$ cat src/rtl/line_buffer_controller.sv
// Write/read-enable and coordinate sequencer for a line-FIFO window memory.
// Walks one frame raster-order and flags pixels where a full square window is available.
module line_buffer_controller #(
    parameter int FRAME_WIDTH          = 10,
    parameter int FRAME_HEIGHT         = 10,
    parameter int FIFO_COMPONENT_COUNT = 6,
    parameter int ADDR_WIDTH           = 4,
    parameter int BYTE_DOUBLE_WIDTH    = 16
) (
    input  logic                            clk_os,
    input  logic                            reset_os,
    input  logic                            i_start,
    input  logic                            i_pixel_valid,
    output logic                            o_wen,
    output logic [FIFO_COMPONENT_COUNT-1:0] o_ren,
    output logic [BYTE_DOUBLE_WIDTH-1:0]    o_xcoord,
    output logic [BYTE_DOUBLE_WIDTH-1:0]    o_ycoord,
    output logic                            o_window_valid,
    output logic                            o_busy,
    output logic                            o_frame_done
);

    localparam int RW = $clog2(FIFO_COMPONENT_COUNT + 1);

    localparam logic [BYTE_DOUBLE_WIDTH-1:0] X_LAST     = BYTE_DOUBLE_WIDTH'(FRAME_WIDTH - 1);
    localparam logic [BYTE_DOUBLE_WIDTH-1:0] Y_LAST     = BYTE_DOUBLE_WIDTH'(FRAME_HEIGHT - 1);
    localparam logic [BYTE_DOUBLE_WIDTH-1:0] Y_FILL_END = BYTE_DOUBLE_WIDTH'(FIFO_COMPONENT_COUNT - 2);
    localparam logic [BYTE_DOUBLE_WIDTH-1:0] WIN_EDGE   = BYTE_DOUBLE_WIDTH'(FIFO_COMPONENT_COUNT - 1);
    localparam logic [RW-1:0]                ROWS_MAX   = RW'(FIFO_COMPONENT_COUNT);

    if (FRAME_WIDTH > (1 << ADDR_WIDTH)) begin : g_bad_addr_width
        $error("line_buffer_controller: FRAME_WIDTH exceeds 2**ADDR_WIDTH");
    end
    if (FIFO_COMPONENT_COUNT < 2) begin : g_bad_fifo_count
        $error("line_buffer_controller: FIFO_COMPONENT_COUNT must be at least 2");
    end
    if (FRAME_HEIGHT < FIFO_COMPONENT_COUNT) begin : g_bad_height
        $error("line_buffer_controller: FRAME_HEIGHT must be at least FIFO_COMPONENT_COUNT");
    end

    typedef enum logic [1:0] {
        IDLE,
        FILL,
        STREAM,
        DONE
    } state_t;

    state_t                         state;
    state_t                         state_next;
    logic [BYTE_DOUBLE_WIDTH-1:0]   xcoord;
    logic [BYTE_DOUBLE_WIDTH-1:0]   ycoord;
    logic [RW-1:0]                  rows_filled;
    logic                           active;
    logic                           accept;
    logic                           row_end;

    always_ff @(posedge clk_os) begin
        if (reset_os) begin
            state <= IDLE;
        end else begin
            state <= state_next;
        end
    end

    always_comb begin
        state_next = state;
        case (state)
            IDLE: begin
                if (i_start) begin
                    state_next = FILL;
                end
            end
            FILL: begin
                if (accept && row_end && (ycoord == Y_FILL_END)) begin
                    state_next = STREAM;
                end
            end
            STREAM: begin
                if (accept && row_end && (ycoord == Y_LAST)) begin
                    state_next = DONE;
                end
            end
            DONE: begin
                state_next = IDLE;
            end
            default: begin
                state_next = IDLE;
            end
        endcase
    end

    // Reset masks every output so nothing leaks out during the reset cycle itself.
    always_comb begin
        active         = 1'b0;
        accept         = 1'b0;
        row_end        = 1'b0;
        o_ren          = '0;
        o_wen          = 1'b0;
        o_window_valid = 1'b0;
        o_busy         = 1'b0;
        o_frame_done   = 1'b0;
        o_xcoord       = '0;
        o_ycoord       = '0;
        if (!reset_os) begin
            active         = (state == FILL) || (state == STREAM);
            accept         = active && i_pixel_valid;
            row_end        = (xcoord == X_LAST);
            o_wen          = accept;
            o_busy         = active;
            o_frame_done   = (state == DONE);
            o_xcoord       = xcoord;
            o_ycoord       = ycoord;
            o_window_valid = accept && (ycoord >= WIN_EDGE) && (xcoord >= WIN_EDGE);
            for (int k = 0; k < FIFO_COMPONENT_COUNT; k++) begin
                o_ren[k] = accept && (rows_filled > RW'(k));
            end
        end
    end

    always_ff @(posedge clk_os) begin
        if (reset_os || (state == DONE)) begin
            xcoord      <= '0;
            ycoord      <= '0;
            rows_filled <= '0;
        end else if (accept) begin
            if (row_end) begin
                xcoord <= '0;
                ycoord <= ycoord + 1'b1;
                if (rows_filled != ROWS_MAX) begin
                    rows_filled <= rows_filled + 1'b1;
                end
            end else begin
                xcoord <= xcoord + 1'b1;
            end
        end
    end

endmodule

$ cat config.mk
export PLATFORM = sky130hd
export DESIGN_NAME = line_buffer_controller
export DESIGN_NICKNAME = d
export VERILOG_FILES = /design/src/rtl/line_buffer_controller.sv
export SDC_FILE = /design/constraint.sdc
export NUM_CORES = 1
export LEC_CHECK = 0
export BUFFER_PORTS_ARGS = -buffer_cell sky130_fd_sc_hd__buf_2
export CAP_MARGIN = 5
export CORE_ASPECT_RATIO = 1.75
export CORE_MARGIN = 3
export CORE_UTILIZATION = 55
export DETAILED_ROUTE_END_ITERATION = 6
export PLACE_DENSITY = 0.79
export SYNTH_ARGS = -nofsm -noshare
export SYNTH_HDL_FRONTEND = slang
export SYNTH_SLANG_ARGS = --single-unit
$ cat constraint.sdc
create_clock -name clk_os -period 3.1 [get_ports clk_os]
set_input_delay 0.62 -clock clk_os [delete_from_list [all_inputs] [get_ports clk_os]]
set_output_delay 0.62 -clock clk_os [all_outputs]
set_load 0.03 [all_outputs]
==> results.txt, run 1 <==
Register area share after synthesis -> 30.96%
Max-cap violation count -> 0
Die Footprint -> 5208 sq um
Final net count -> 359
Syn_nets -> 316
R2r setup slk -> 0.61 ns
Worst min-delay path class -> reg -> reg
Worst Setup SP -> state[0]
Multi-input gate area -> 1530 sq um
N_diodes -> 0
Vias in the first global route -> 2,207
# port buffers -> 45
Slowest cell delay on critical path -> 0.36 ns
CTS root buffer -> clkbuf_8
Die Span X -> 55.86 um
Reg2Reg Capture Point -> state[0]
Worst path bufs/invs -> 3
Worst Tran Pin Value -> 0.5487 ns
Core Region -> 4150 sq um
Leakage -> 1.168 nW
Dpl hpwl -> 4489 um
Gr usage total -> 24.01%
RSZ-0062 raised after global routing -> false
Maximum fanout along the worst path -> 12
Stages on worst setup path -> 7
Initial core utilization -> 57.64%
Critical Path Most Common Cell -> inv_1
Register Area -> 740.7 sq um
CTS buffer count -> 5
Worst vdd ir -> 0.2661 mV
Resized Gates After CTS -> 0
Syn Area/Cell -> 8.055 sq um
Worst setup path endpoint -> o_window_valid
Hold slack -> 0.4946 ns
Vias after detailed routing -> 2,297
Largest net degree at the start of global routing -> 23
Synth Flop Type -> dfxtp_1
Critical Path Sink Type -> primary output
Register bit total from synthesis -> 37
Grt ovf -> 0
Critical path's top delay family -> buffers and inverters
Post-DR wirelength/cell -> 15.10 um
FF-to-FF Start -> state[0]
Synth top area share -> 30.96%
Crit Path Class -> reg -> out
GP Congestion -> 0.8084
Cells after Synth -> 297
Final setup fails -> 0
Core Rows -> 31
Synth top cells by count -> 37 x dfxtp_1, 37 x nor2_1, 25 x nor2b_1
TritonRoute pass-1 iters -> 4
Clk Latency, worst-skew pair -> 0.29 ns
Ys async rst share -> 0%
YS warnings -> 0
Mapped Area -> 2392 sq um
Max-slew headroom -> 63.42%
CTS tree -> done
Post-DRT Antenna Nets -> 0
Via density -> 5.890
P&R area growth vs syn -> 14.44%
Pwr Total -> 1.087 mW
I/O Pins -> 46
Share of cells above drive strength 1 -> 19.65%
Critical Path Start Type -> register
CTS Hold Bufs -> 0
Period utilisation layout -> 90.69%
Leading area contributor after synthesis -> dfxtp_1
CTS clk-pin slew, worst paths -> 0.07 ns
EDFF count, synth -> 0
Fillers -> 369
Die height -> 93.25 um
Slowest stage cell on the critical path -> dfxtp_1
Status -> finished clean
Total clock sinks -> 37
Worst EP required -> 2.48 ns
Drt drc -> 0
First-iteration detailed-routing DRC count -> 81
First-pass GRT wire length -> 10,160 um
Initial antenna violation count -> 0
Distinct cell type count after synthesis -> 43
Max Buffers Root-to-Sink -> 2
Detailed Route WL -> 5888 um
Sequence of cells on the critical path -> inv_1, ha_1, nor2b_2, nand2_1, inv_1, o211a_1, buf_2
Setup Buffers After CTS -> 0
Worst reg2reg path depth -> 8
Power per Cell Area -> 397.2 nW/um^2
Hold Crit Start -> xcoord[1]
Setup TNS -> 0 ns
Final Max Slew Viols -> 0
Arr. time, crit path -> 2.19 ns
Final worst path period need -> 2.811 ns
Ranking of synthesized cells by area -> dfxtp_1 31%, ha_1 7.8%, nor2b_1 6.5%
Htree depth -> 2
Final Hold Fails -> 0
FMAX -> 355.7 MHz
Clock Skew -> 0.005856 ns
-- metal layers --
layer | global-route usage [%] | vias up | part of all wire (%)
met5 | 0 | - | 0
met4 | 9.901 | 0 | 2.7
met3 | 3.591 | 14 | 5.0
met2 | 46.15 | 75 | 54
met1 | 25.45 | 1085 | 38
li1 | - | 1123 | -
-- metrics by stage --
step,instances,area (sq um),util [%],worst slack [ns]
after floorplan,297,2395,-,0.1873
after global placement,382,2655,63.97,0.5330
after detailed placement,382,2655,63.97,0.4906
after CTS,390,2738,65.96,0.3027
after global routing,390,2738,65.96,0.1110
final,390,2738,65.96,0.2887
-- where the power goes --
part,leakage (nW),internal (mW),switching (mW)
Sequential,0.298,0.490,0.0134
Combinational,0.825,0.0882,0.166
Clock,0.0450,0.156,0.173
-- area by class of cell --
class / instances / area share, %
timing repair buffer: 48 / 9.049
clock buffer: 6 / 2.651
sequential: 37 / 27.06
clock inverter: 2 / 0.3656
inverter: 20 / 2.742
multi-input combinational: 228 / 55.90
tap: 49 / 2.239
-- logic make-up after synthesis --
| kind of cell | share of synthesized area [%] |
|---|---|
| simple gates | 37.55 |
| compound gates | 9.939 |
| flops | 30.96 |
| buf+inv | 5.177 |
| xor+xnor | 7.688 |
| fa+ha+maj | 7.845 |
| mux | 0.8369 |
-- registers in the layout, summed over array words and instances, names as in the netlist --
signal,count
ycoord,16
state,2
xcoord,16
rows_filled,3
-- layout by cell type, fill, tap and decap left out, drive strengths merged, types with 2 or more instances in the layout --
cell	count
nand3	9
nor3	6
nor2b	25
nand2	15
or4	2
mux2i	2
clkbuf	6
nand2b	2
nand4	16
dfxtp	37
clkinv	2
xor2	8
or2	2
a31o	3
o41ai	2
inv	20
nor2	37
a21oi	18
and4	3
or3	7
o21ai	8
ha	15
and3	6
buf	48
xnor2	13
nor4	15
-- tightest hold or removal path, cell delays in order (launching register included) --
cell     delay, ns
dfxtp_1       0.34
nand2_1       0.06
a21oi_1       0.05
-- how the worst min path moves through the flow --
stage,slack (ns),cells after the start,to
finish,0.49,2,xcoord[1]
global route,0.52,2,xcoord[1]
CTS,0.50,2,xcoord[1]
detailed placement,0.49,2,xcoord[1]
global placement,0.47,2,xcoord[1]
floorplan,0.46,2,ycoord[15]
No activity file was read; power rests on OpenSTA's default activity.
==> run 2, diff against run 1 <==
Clock period 3.1 ns to 2.7 ns, I/O delays scaled along.
==> run 2 against run 1 <==
Effect of this change:
- power up 28%
- worst setup slack worse by 0.14 ns
- clock-buffer cell count up 1
- die area unchanged
- critical path depth unchanged
- cell count up 0.51%
- clock skew up 0.0035 ns
- sequential share of layout area down 0.59 points
- largest cell class unchanged
==> results.txt, run 2 (same netlist as run 1, synthesis figures left out) <==
Dpl cell area -> 2670 sq um (+0.57%)
Hold path depth -> 2 (unchanged)
Critical Path Most Common Cell -> buf_4
Max-cap violation count -> 0 (unchanged)
CTS buffer count -> 5 (unchanged)
GP Congestion -> 0.8113 (+0.36%)
Worst path bufs/invs -> 3 (unchanged)
Hold slack -> 0.4920 ns (-0.002541 ns)
Post-DRT Antenna Nets -> 0 (unchanged)
Max-slew headroom -> 62.49% (-0.93 points)
FMAX -> 391.8 MHz
Htree depth -> 2 (unchanged)
Die height -> 93.25 um (unchanged)
First-pass GRT wire length -> 9804 um (-3.5%)
Vias after detailed routing -> 2,325 (+1.2%)
Design area -> 2799 sq um (+2.2%)
Detailed Route WL -> 6103 um (+3.7%)
Critical path's top delay family -> simple AND/OR/NAND/NOR gates
Worst reg2reg path depth -> 7 (-1)
Initial core utilization -> 57.64% (unchanged)
Worst vdd ir -> 0.4205 mV (+58%)
Arr. time, crit path -> 2.01 ns (-0.18 ns)
P&R area growth vs syn -> 17.00%
Biggest regs -> xcoord x16, ycoord x16, rows_filled x3
Initial antenna violation count -> 0 (unchanged)
Grt ovf -> 0 (unchanged)
Maximum fanout along the worst path -> 9 (-3)
Via density -> 5.931 (+0.70%)
# port buffers -> 45 (unchanged)
RSZ-0062 raised after global routing -> false
Hold Path End -> xcoord[1]
Period utilisation layout -> 94.52%
Multi-input gate area -> 1538 sq um (+0.49%)
Final net count -> 361 (+0.56%)
Pwr Total -> 1.394 mW (+28%)
Final Max Slew Viols -> 0 (unchanged)
Status -> finished clean
Setup Buffers After CTS -> 0 (unchanged)
Die Footprint -> 5208 sq um (unchanged)
Final setup fails -> 0 (unchanged)
Fillers -> 384 (+4.1%)
FF-to-FF Start -> state[0]
Reg2Reg Capture Point -> ycoord[10]
Register Area -> 740.7 sq um (unchanged)
Setup TNS -> 0 ns (unchanged)
Final Hold Fails -> 0 (unchanged)
Most common cell after layout, fill and taps aside -> buf_2
Share of cells above drive strength 1 -> 20.70% (+1.1 points)
Slowest cell delay on critical path -> 0.37 ns (about the same)
Drt drc -> 0 (unchanged)
Critical Path Start Type -> register
Worst EP required -> 2.16 ns (-0.32 ns)
CTS tree -> done
Final worst path period need -> 2.552 ns
Worst min-delay path class -> reg -> reg
Clock Skew -> 0.009361 ns (+0.003506 ns)
Vias in the first global route -> 2,238 (+1.4%)
Crit Path Class -> reg -> out
Stages on worst setup path -> 7 (unchanged)
Power per Cell Area -> 498.0 nW/um^2 (+25%)
Commonest cells after routing, fill and taps aside -> 43 x buf_2, 37 x nor2_1, 37 x dfxtp_1, 24 x nor2b_1, 19 x inv_1
Hold Crit Start -> xcoord[1]
Sequence of cells on the critical path -> inv_1, ha_1, nor2b_4, nand2_2, buf_4, nor3_1, buf_4
Core Region -> 4150 sq um (unchanged)
Slowest stage cell on the critical path -> dfxtp_1
First-iteration detailed-routing DRC count -> 63 (-22%)
Post-DR wirelength/cell -> 15.57 um (+3.1%)
I/O Pins -> 46 (unchanged)
Gr usage total -> 23.64% (-0.37 points)
TritonRoute pass-1 iters -> 4 (unchanged)
Total clock sinks -> 37 (unchanged)
Critical Path Sink Type -> primary output
CTS root buffer -> clkbuf_8
Largest net degree at the start of global routing -> 28 (+22%)
Dpl hpwl -> 4618 um (+2.9%)
N_diodes -> 0 (unchanged)
R2r setup slk -> 0.35 ns (-0.26 ns)
Leakage -> 1.192 nW (+2.0%)
Clk Latency, worst-skew pair -> 0.30 ns (about the same)
CTS Hold Bufs -> 0 (unchanged)
Post-layout util -> 67.44% (+1.5 points)
CTS clk-pin slew, worst paths -> 0.07 ns (about the same)
Core Rows -> 31 (unchanged)
Die Span X -> 55.86 um (unchanged)
Max Buffers Root-to-Sink -> 2 (unchanged)
Worst Tran Pin Value -> 0.5626 ns (+0.01393 ns)
## run 2: layout make-up
| class | instances | area share, % |
|---|---|---|
| inverters | 20 | 2.682 |
| well taps | 49 | 2.190 |
| repair buffers | 50 | 9.566 |
| flip-flops and latches | 37 | 26.46 |
| multi-input cells | 228 | 54.94 |
| clock buffers | 7 | 3.084 |
| clock inverters | 1 | 1.073 |
## run 2: what timing repair did
item	in CTS	in global routing
resized for setup	1	4
endpoints found under the setup margin	1	7
pin swaps	0	0
## run 2: how the worst max path moves through the flow
stage	from	end	slack, ns
5_1_grt	state[0]	o_ren[5]	0.02
4_1_cts	state[0]	o_ren[3]	0.03
3_3_place_gp	reset_os	ycoord[10]	0.26
6_report	state[0]	o_ren[3]	0.15
3_5_place_dp	reset_os	ycoord[14]	0.24
2_1_floorplan	state[0]	o_ren[3]	-0.09
## run 2: metrics by stage
| step | setup WS [ns] | instances |
|---|---|---|
| final | 0.1478 | 392 |
| after global routing | 0.02464 | 392 |
| after CTS | 0.03044 | 392 |
| after detailed placement | 0.2429 | 384 |
| after global placement | 0.2600 | 384 |
| after floorplan | -0.08505 | 297 |
## run 2: report_power, final
part           switching [mW]  internal [mW]
registers              0.0161          0.563
clock network           0.202          0.301
logic                   0.200          0.112
total                   0.418          0.976
## run 2: per-layer routing
| metal | global-route usage (%) | vias to the layer above | wire [um] |
|---|---|---|---|
| met5 | 0 | - | 0 |
| met3 | 3.591 | 28 | 260 |
| met2 | 45.55 | 71 | 3307 |
| li1 | - | 1127 | - |
| met1 | 23.16 | 1099 | 2255 |
| met4 | 13.86 | 0 | 279 |
## run 2: worst min-delay path: cells and delay by family, from the launching register on
family	cells	cell delay [ns]
AO/OA/AOI/OAI	1	0.05
AND/OR/NAND/NOR	1	0.06
flip-flops	1	0.34
==> run 3, diff against run 2 <==
Settings changed: REMOVE_ABC_BUFFERS from default to 1.
==> run 3 against run 2 <==
Effect of this change:
- flip-flop and latch count unchanged
- cell count did not move
- worst setup slack worse by 0.012 ns
- wire length down 6.9%
- die area stayed put
- power fell by 0.73%
- non-clock buffer count is the same
- combinational power shrank 2%
- clock-buffer cell count fell by 2
==> results.txt, run 3 (same netlist as run 1, synthesis figures left out) <==
Fillers -> 384 (unchanged)
Worst reg2reg path depth -> 9 (+2)
First-pass GRT wire length -> 9439 um (-3.7%)
First-iteration detailed-routing DRC count -> 77 (+22%)
Final Max Slew Viols -> 0 (unchanged)
Power per Cell Area -> 496.8 nW/um^2 (-0.24%)
Via density -> 5.862 (-1.2%)
Max-slew headroom -> 59.53% (-3.0 points)
Gr usage total -> 22.37% (-1.3 points)
Met2 wire len -> 2899 um (-12%)
TritonRoute pass-1 iters -> 4 (unchanged)
Final net count -> 361 (unchanged)
DR WL met3 -> 207 um (-20%)
Grt ovf -> 0 (unchanged)
Worst vdd ir -> 0.5097 mV (+21%)
Htree depth -> 2 (unchanged)
P&R area growth vs syn -> 16.42%
Total clock sinks -> 37 (unchanged)
Period utilisation layout -> 94.97% (+0.45 points)
Hold path depth -> 2 (unchanged)
Post-DR wirelength/cell -> 14.49 um (-6.9%)
RSZ-0062 raised after global routing -> false
Placed insts -> 384 (unchanged)
Post-layout util -> 67.11% (-0.33 points)
Final worst path period need -> 2.564 ns (+0.01213 ns)
FF-to-FF Start -> state[0]
I/O Pins -> 46 (unchanged)
Slowest cell delay on critical path -> 0.36 ns (about the same)
Slowest stage cell on the critical path -> dfxtp_1
Clock Skew -> 0.01057 ns (+0.001208 ns)
Worst EP required -> 2.16 ns (about the same)
Sequence of cells on the critical path -> inv_1, ha_1, nor2b_1, nand2_2, buf_4, nor3_1, buf_2
Die Footprint -> 5208 sq um (unchanged)
Largest net degree at the start of global routing -> 34 (+21%)
Top sig layer -> met4
Arr. time, crit path -> 2.02 ns (about the same)
Final Hold Fails -> 0 (unchanged)
CTS tree -> done
N_diodes -> 0 (unchanged)
Maximum fanout along the worst path -> 10 (+1)
Core Region -> 4150 sq um (unchanged)
Die Span X -> 55.86 um (unchanged)
Post-DRT Antenna Nets -> 0 (unchanged)
Worst min-delay path class -> reg -> reg
Clk Latency, worst-skew pair -> 0.30 ns (about the same)
Met1 WL -> 2272 um (+0.75%)
Critical Path Start Type -> register
Die height -> 93.25 um (unchanged)
CTS clk-pin slew, worst paths -> 0.09 ns (+0.02 ns)
Initial antenna violation count -> 0 (unchanged)
Reg2Reg Capture Point -> xcoord[13]
Fin cells -> 392 (unchanged)
CTS buffer count -> 5 (unchanged)
Resized Gates After CTS -> 0 (-1)
Max-cap violation count -> 0 (unchanged)
Worst Tran Pin Value -> 0.6071 ns (+0.04444 ns)
Share of cells above drive strength 1 -> 20.41% (-0.29 points)
R2r setup slk -> 0.36 ns (about the same)
Hold Crit Start -> xcoord[1]
Status -> finished clean
Vias after detailed routing -> 2,298 (-1.2%)
Detailed Route WL -> 5681 um (-6.9%)
Commonest cells after routing, fill and taps aside -> 45 x buf_2, 37 x nor2_1, 37 x dfxtp_1, 25 x nor2b_1, 20 x inv_1
Most common cell after layout, fill and taps aside -> buf_2
FMAX -> 390.0 MHz (-0.47%)
Critical Path Sink Type -> primary output
Final setup fails -> 0 (unchanged)
Crit Path Class -> reg -> out
# port buffers -> 45 (unchanged)
CTS Hold Bufs -> 0 (unchanged)
GP Congestion -> 0.8549 (+5.4%)
Hold Path End -> xcoord[1]
Initial core utilization -> 57.64% (unchanged)
CTS root buffer -> clkbuf_8
Vias in the first global route -> 2,146 (-4.1%)
Dpl hpwl -> 4269 um (-7.6%)
Drt drc -> 0 (unchanged)
Pwr Total -> 1.384 mW (-0.73%)
Max Buffers Root-to-Sink -> 2 (unchanged)
Core Rows -> 31 (unchanged)
Biggest regs -> xcoord x16, ycoord x16, rows_filled x3
Setup Buffers After CTS -> 0 (unchanged)
Leakage -> 1.189 nW (-0.30%)
==> run 3: cell count changes in the layout (fill, tap and decap cells not counted) <==
cell,before,now
clkinv_4,0,1
buf_2,43,45
inv_1,19,20
clkinvlp_4,0,1
clkbuf_1,1,0
clkbuf_8,6,5
nor2b_4,1,0
nor2b_1,24,25
inv_2,1,0
buf_4,7,5
==> run 3: stage by stage <==
step	instance area, sq um	hold WS (ns)	TNS, ns	setup slack (ns)
after detailed placement	2668	0.4995	0	0.2542
after floorplan	2344	0.4565	-5.667	-0.4011
after global routing	2785	0.5457	0	0.02556
after CTS	2783	0.5142	0	0.1129
final	2785	0.5150	0	0.1357
after global placement	2668	0.5044	0	0.2984
==> run 3: power breakdown <==
part	internal (mW)	switching [mW]
combinational	0.112	0.195
sequential	0.563	0.0160
clock	0.277	0.221
total	0.952	0.432
==> run 3: critical path: cells and delay by family (launching register included) <==
family | cells | cell delay, ns
adder cells (fa/ha/maj) | 1 | 0.31
buffers and inverters | 3 | 0.51
flip-flops | 1 | 0.36
AND/OR/NAND/NOR | 3 | 0.54
==> run 3: cell type report <==
| cell class | instances | area [sq um] | area share, % |
|---|---|---|---|
| clock buffer | 5 | 68.82 | 2.471 |
| sequential | 37 | 740.7 | 26.59 |
| timing repair buffer | 50 | 262.8 | 9.434 |
| tap | 49 | 61.31 | 2.201 |
| multi-input combinational | 228 | 1530 | 54.94 |
| clock inverter | 3 | 46.29 | 1.662 |
| inverter | 20 | 75.07 | 2.695 |
==> run 3: routing by layer <==
layer  GRT usage, %  up-vias
li1               -     1134
met1          24.05     1071
met2          39.53       67
met3          4.006       26
met4          14.46        0
met5              0        -
==> run 3: how the worst max path moves through the flow <==
stage / startpoint / endpoint / slack [ns] / cells after the start
floorplan: state[0] / state[0] / -0.40 / 8
global placement: reset_os / ycoord[14] / 0.30 / 6
detailed placement: reset_os / ycoord[12] / 0.25 / 6
CTS: state[0] / o_ren[3] / 0.11 / 7
global route: state[0] / o_ren[3] / 0.03 / 7
finish: state[0] / o_ren[3] / 0.14 / 7
